File: src/rtl/inst_loader.sv
// inst_loader: assembles a big-endian byte stream from the serial receiver
// into 32-bit instructions and writes them into the instruction BRAM write
// port. The stream is a 32-bit word count N followed by N instruction words.
// loader_ready pulses once when the whole program has been written.
// Optional feature macro: LOADER_CHECKSUM_EN (XOR checksum word after payload).
module inst_loader #(
  parameter int INST_MEM_WIDTH = 5
) (
  input  logic                      CLK,
  input  logic                      reset,
  input  logic                      start,
  input  logic                      rx_valid,
  input  logic [7:0]                rx_data,
  output logic                      wr_en,
  output logic [INST_MEM_WIDTH-1:0] wr_addr,
  output logic [31:0]               wr_data,
  output logic                      loading,
  output logic                      loader_ready,
  output logic                      overflow,
  output logic                      chk_err
);

  localparam logic [31:0] CAPACITY = 32'd1 << INST_MEM_WIDTH;

  typedef enum logic [2:0] {
    IDLE   = 3'd0,
    HEADER = 3'd1,
    LOAD   = 3'd2,
    CHECK  = 3'd3,
    DONE   = 3'd4
  } state_t;

  state_t                    state_q, state_d;
  logic [1:0]                byte_cnt_q, byte_cnt_d;
  // Only the three most recent bytes need storing; the fourth byte of a word
  // arrives on rx_data and completes the word combinationally.
  logic [23:0]               sr_q, sr_d;
  logic [31:0]               len_q, len_d;
  logic [31:0]               word_cnt_q, word_cnt_d;
  logic                      wr_en_q, wr_en_d;
  logic [INST_MEM_WIDTH-1:0] wr_addr_q, wr_addr_d;
  logic [31:0]               wr_data_q, wr_data_d;
  logic                      overflow_q, overflow_d;
  logic                      chk_err_q, chk_err_d;
  logic [31:0]               csum_q, csum_d;

  logic [31:0] word_full;
  logic        word_done;

  assign word_full = {sr_q, rx_data};
  assign word_done = rx_valid && (byte_cnt_q == 2'd3);

  // Next-state and datapath updates for the load sequence.
  always_comb begin
    state_d    = state_q;
    byte_cnt_d = byte_cnt_q;
    sr_d       = sr_q;
    len_d      = len_q;
    word_cnt_d = word_cnt_q;
    wr_en_d    = 1'b0;
    wr_addr_d  = wr_addr_q;
    wr_data_d  = wr_data_q;
    overflow_d = overflow_q;
    chk_err_d  = chk_err_q;
    csum_d     = csum_q;

    case (state_q)
      IDLE: begin
        if (start) begin
          state_d    = HEADER;
          byte_cnt_d = 2'd0;
          overflow_d = 1'b0;
          chk_err_d  = 1'b0;
          csum_d     = 32'd0;
        end
      end

      HEADER: begin
        if (rx_valid) begin
          sr_d       = word_full[23:0];
          byte_cnt_d = byte_cnt_q + 2'd1;
          if (word_done) begin
            len_d      = word_full;
            word_cnt_d = 32'd0;
            overflow_d = (word_full > CAPACITY);
            if (word_full == 32'd0) begin
`ifdef LOADER_CHECKSUM_EN
              state_d = CHECK;
`else
              state_d = DONE;
`endif
            end else begin
              state_d = LOAD;
            end
          end
        end
      end

      LOAD: begin
`ifndef LOADER_CHECKSUM_EN
        // Finishing on the cycle after the last write keeps loader_ready one
        // cycle behind wr_en; no further payload bytes are expected here.
        if (word_cnt_q == len_q) begin
          state_d = DONE;
        end else
`endif
        if (rx_valid) begin
          sr_d       = word_full[23:0];
          byte_cnt_d = byte_cnt_q + 2'd1;
          if (word_done) begin
            // Words beyond capacity are swallowed so address 0 is never
            // overwritten by wrap-around.
            wr_en_d    = (word_cnt_q < CAPACITY);
            wr_addr_d  = word_cnt_q[INST_MEM_WIDTH-1:0];
            wr_data_d  = word_full;
            word_cnt_d = word_cnt_q + 32'd1;
`ifdef LOADER_CHECKSUM_EN
            csum_d = csum_q ^ word_full;
            // Move on immediately so a checksum byte on the next cycle is kept.
            if (word_cnt_q + 32'd1 == len_q) begin
              state_d = CHECK;
            end
`endif
          end
        end
      end

`ifdef LOADER_CHECKSUM_EN
      CHECK: begin
        if (rx_valid) begin
          sr_d       = word_full[23:0];
          byte_cnt_d = byte_cnt_q + 2'd1;
          if (word_done) begin
            chk_err_d = (word_full != csum_q);
            state_d   = DONE;
          end
        end
      end
`endif

      DONE: begin
        state_d = IDLE;
      end

      default: begin
        state_d = IDLE;
      end
    endcase
  end

  // State and datapath registers with synchronous reset.
  always_ff @(posedge CLK) begin
    if (reset) begin
      state_q    <= IDLE;
      byte_cnt_q <= 2'd0;
      sr_q       <= 24'd0;
      len_q      <= 32'd0;
      word_cnt_q <= 32'd0;
      wr_en_q    <= 1'b0;
      wr_addr_q  <= '0;
      wr_data_q  <= 32'd0;
      overflow_q <= 1'b0;
      chk_err_q  <= 1'b0;
      csum_q     <= 32'd0;
    end else begin
      state_q    <= state_d;
      byte_cnt_q <= byte_cnt_d;
      sr_q       <= sr_d;
      len_q      <= len_d;
      word_cnt_q <= word_cnt_d;
      wr_en_q    <= wr_en_d;
      wr_addr_q  <= wr_addr_d;
      wr_data_q  <= wr_data_d;
      overflow_q <= overflow_d;
      chk_err_q  <= chk_err_d;
      csum_q     <= csum_d;
    end
  end

  assign wr_en        = wr_en_q;
  assign wr_addr      = wr_addr_q;
  assign wr_data      = wr_data_q;
  assign overflow     = overflow_q;
  assign loading      = (state_q == HEADER) || (state_q == LOAD) || (state_q == CHECK);
  assign loader_ready = (state_q == DONE);
`ifdef LOADER_CHECKSUM_EN
  assign chk_err      = chk_err_q;
`else
  assign chk_err      = 1'b0;
`endif

endmodule

File: config.mk
export PLATFORM = sky130hd
export DESIGN_NAME = inst_loader
export DESIGN_NICKNAME = d
export VERILOG_FILES = /design/src/rtl/inst_loader.sv
export SDC_FILE = /design/constraint.sdc
export NUM_CORES = 1
export LEC_CHECK = 0
export ABC_AREA = 1
export CAP_MARGIN = 20
export CELL_PAD_IN_SITES_DETAIL_PLACEMENT = 0
export CELL_PAD_IN_SITES_GLOBAL_PLACEMENT = 1
export CORE_MARGIN = 2
export CORE_UTILIZATION = 45
export DETAILED_ROUTE_END_ITERATION = 8
export PLACE_DENSITY = 0.82
export SKIP_LAST_GASP = 1
export SLEW_MARGIN = 20
export SYNTH_ARGS = -nofsm -noshare
export SYNTH_HDL_FRONTEND = slang
export SYNTH_SLANG_ARGS = --single-unit
File: constraint.sdc
create_clock -name CLK -period 2.9 [get_ports CLK]
set_clock_uncertainty 0.2 [all_clocks]
set_input_delay 0.29 -clock CLK [delete_from_list [all_inputs] [get_ports CLK]]
set_output_delay 0.29 -clock CLK [all_outputs]
set_load 0.01 [all_outputs]
Word level (Yosys, flattened, before mapping). Index checks and enable logic that the tools add are counted.

Bits in registers: 132. Word-level logic and storage cells: 69. RAM bits: 0. Memory bits (read-only): 0. Input port bits: 12. Latch bits: 0. Memories kept: 0.

Div/mod/pow operators: 0. Bitwise logic cells: 4. Reduce and logical (&&, ||, !) cells: 16. Multipliers: 0. Magnitude comparators: 2. Multiplexer cells: 23. Add/sub/neg operators: 2. Equality and inequality tests: 13. Shifts and indexed selects: 0.

Operators by type and width (count): $mux 32 (5); $pmux 32 s2 (1); $mux 24 (2); $pmux 24 s2 (1); $add 32x1->32 const B (1); $eq 32x32->1 (1); $gt 32x6->1 const B (1); $logic_not 32->1 (1); $lt 32x6->1 const B (1); $mux 3 (5); $ne 2x2->1 const B (7); $reduce_and 4->1 (3); $pmux 3 s3 (1); $eq 3x2->1 const B (2); $mux 2 (3); $pmux 2 s3 (1); $reduce_and 3->1 (2); $reduce_and 6->1 (1); $reduce_or 5->1 (1); $not 1->1 (4); $reduce_bool 2->1 (2); $eq 3x1->1 const B (1); $eq 3x3->1 const B (1); $logic_not 3->1 (1); 8 further kinds (11).

Longest topological paths before layout.
Word-level depth: 6. Depth in mapped cells: 13. Gate-level depth less buffers: 12.

Least setup slack after synthesis. OpenSTA, ideal clock, no wires.

Path type: flip-flop to flip-flop. Start point: register word_cnt_q[0]. End point: register word_cnt_q[16]. Path slack: 1015 ps. Period minus slack after synthesis: 1885 ps. Required time: 2568 ps. Path buffers: 0. Cell stages (with the launch flop): 10. Data arrival time: 1552 ps. Path through: dfxtp_1 > ha_1 > nand2_1 > nor2_1 > nand2_1 > nor2_1 > xor2_1 > nor2_1 > nand4_1 > a21oi_1.

Word-level cells in the longest chain between the ends: 5.

Ends and longest elaborated chain: from (decl) (line 39) `logic [31:0] word_cnt_q, word_cnt_d;`; from (signal assigned) (line 170) `word_cnt_q <= word_cnt_d;`; $add 32x1->32 (line 116) `word_cnt_d = word_cnt_q + 32'd1;`; $mux 32 (line 110) `if (word_done) begin`; $mux 32 (line 107) `if (rx_valid) begin`; $mux 32 (line 103) `if (word_cnt_q == len_q) begin`; $pmux 32 s2 (line 67) `case (state_q)`.

Parallel ways exist; a longest one is shown, timed or not. The select of a mux whose other input is x is not followed. A chain may end at the register's enable or synchronous reset.

Final worst setup path.
Start point: register word_cnt_q[12]. End point: register word_cnt_q[12].

The elaborated chain is that of the path after synthesis.

==> out/metrics.csv <==
stage;metric;value;unit
run_status;outcome;finished, final reports clean;
layout;final_common_cell;nand2_1;
layout;postLayoutCoreUtil;0.546;
power;leakage;3.12;nW
route;drc_errors;0;
placed_design;gp_congestion;0.937;
worst_setup_path;crit_start;word_cnt_q[12];
yosys;synth_cell_type_count;29;
yosys;synthArstFlopShare;0;
hold_path;worstHoldPathType;flop to flop;
timing;setup_viol;0;
timing;timing.final.crit_share;0.779;
floorplanning;initial_core_util;0.461;
clock_network;path_clk_slew;0.06;ns
yosys;synth_seq_area_share;0.393;
power;p_per_area;553;nW/µm²
clock_network;htreeDepth;4;
timing;rsz0062_at_grt;false;
clock_network;clk_path_buf_depth;2;
route;num_vias;6575;
layout;layout_common_cells;nand2_1, nor2_1, dfxtp_1;
timing;setup_tns;0;ns
worst_setup_path;worst-path-max-fanout;17;
worst_setup_path;critPathCapture;word_cnt_q[12];
layout;drive_gt1_frac;0.0582;
placed_design;hpwl;13900;µm
timing;drv_slew;0;
hold_path;hold_depth;2;
worst_setup_path;worst_r2r_path_depth;10;
yosys;syn_area;6730;µm²
global_routing;overflow;0;
floorplanning;rows;44;
layout;final_nets;1067;
route;postRouteAntennaNets;0;
floorplanning;die_width;126;µm
clock_network;hold_buffers;0;
worst_setup_path;rrSetupSlack;0.64;ns
clock_network;cts_tree;built;
clock_network;clock_latency;0.43;ns
flow_run;cap_violations;0;
route;routed_wl;20300;µm
yosys;synth_edf_count;0;
global_routing;grt_usage;0.262;
route;drt_iter0_drc;463;
timing;fmax;442;MHz
placed_design;port_buffers;52;
route;wl_per_cell;16.3;µm
yosys;synthCells;1029;
clock_network;numCtsBuffers;17;
floorplanning;coreArea;14600;µm²
floorplanning;ios;54;
clock_network;cts_setup_buffers;0;
timing;final_hold_viol_count;0;
timing;finalCriticalPeriod;2.26;ns
yosys;ys_seq_elements;132;
yosys;synthFlopType;dfxtp_1;
floorplanning;dieArea;15900;µm²
layout;synthToLayoutAreaGrowth;18.4;%
yosys;avgSynthCellArea;6.54;µm²
timing;maxSlewHeadroom;0.524;
worst_setup_path;setup.worst_path.class;flop to flop;
global_routing;grt_pass1_vias;6224;
floorplanning;die_y;126;µm
worst_setup_path;r2r_end;word_cnt_q[12];
timing;hold_slack;0.258;ns
yosys;syn_nets;1043;
yosys;ys_warn_count;0;
global_routing;grt_max_degree;71;
worst_setup_path;arrival;2.41;ns
worst_setup_path;cp-start-kind;flop;
timing;fin_ws;0.640;ns
route;vias_per_cell;5.26;
placed_design;dp_slack;0.592;ns
worst_setup_path;r2r_start;word_cnt_q[12];
timing;tightest_slew;0.714;ns
power;ir_drop;0.403;mV
global_routing;grt_pass1_wl;33000;µm
global_routing;antenna_found_initial;0;
clock_network;cts_sinks;132;
worst_setup_path;cp.required;3.05;ns
clock_network;cts_root_buffer;clkbuf_16;
worst_setup_path;cp-end-kind;flop;
layout;num_antenna_cells;0;
route;dr.pass1.iters;6;
clock_network;cts_resized;0;
==> power by group <==
part	internal [mW]	switching [mW]	total, mW
sequential	1.84	0.0224	1.86
clock	1.46	0.861	2.32
combinational	0.0670	0.155	0.222
==> flip-flops by register name, indices dropped and copies added (netlist names) <==
name	flops
word_cnt_q	32
wr_en	1
byte_cnt_q	2
wr_addr	5
wr_data	32
state_q	3
len_q	32
overflow	1
sr_q	24
==> layer usage <==
layer,share of wire,vias to the layer above,routed length [µm],global-route usage
met5,0,-,0,0
met4,0.027,0,545,0.105
met3,0.052,36,1060,0.0569
met2,0.45,186,9220,0.412
met1,0.47,2981,9510,0.351
li1,-,3372,-,-
==> how the worst min path moves through the flow <==
stage	to	start
global route	wr_data[2]	wr_data[2]
detailed placement	wr_data[16]	wr_data[16]
floorplan	len_q[0]	rx_data[0]
global placement	wr_data[14]	wr_data[14]
finish	wr_addr[3]	wr_addr[3]
CTS	wr_data[28]	wr_data[28]
==> area by class of cell <==
class                           count  area, µm²
Inverter                           90        338
Multi-Input combinational cell    744       3450
Timing Repair Buffer               68        673
Sequential cell                   132       2640
Clock buffer                       19        433
Clock inverter                     13        194
Fill cell                        1485       6630
Tap cell                          184        230
==> cell families after synthesis <==
group | share of synthesized area
other cells | 0.000557
flops | 0.393
buf+inv | 0.0952
simple gates | 0.368
compound gates | 0.100
xor+xnor | 0.0391
fa+ha+maj | 0.00372
==> critical path: stages, from the launching register on <==
cell and delay [ns]:
dfxtp_1 0.56, xnor2_1 0.16, nand2_1 0.06, nor2_1 0.13, nand2_1 0.10, nor2_4 0.12, nand3_4 0.12, nand3_2 0.32
buf_12 0.21, nand2_1 0.06, a21oi_1 0.12
==> synth_stat cells (2+ instances only) <==
cell | n | area (µm²)
nor4_1 | 3 | 18.8
nand4_1 | 81 | 507
o21ai_0 | 38 | 190
nand3_1 | 29 | 145
nand3_2 | 3 | 30.0
inv_2 | 7 | 26.3
ha_1 | 2 | 25.0
clkbuf_1 | 35 | 131
buf_4 | 3 | 22.5
nor3b_1 | 3 | 22.5
inv_1 | 81 | 304
buf_1 | 6 | 22.5
nor2_1 | 159 | 597
buf_2 | 14 | 70.1
clkinv_1 | 2 | 7.51
xnor2_1 | 22 | 193
dfxtp_1 | 132 | 2640
buf_6 | 5 | 56.3
nor3_1 | 5 | 25.0
xor2_1 | 8 | 70.1
nand2_1 | 290 | 1090
a21oi_1 | 94 | 470
==> metrics by stage <==
stage                     instances  instance area (µm²)  power (mW)
after floorplan                1029                 6730        2.04
after global placement         1218                 7340        2.12
after detailed placement       1218                 7340        2.12
after CTS                      1250                 7960        4.43
after global routing           1250                 7960        4.56
final                          1250                 7960        4.40
Note: power is estimated with default switching activity, not from simulation.
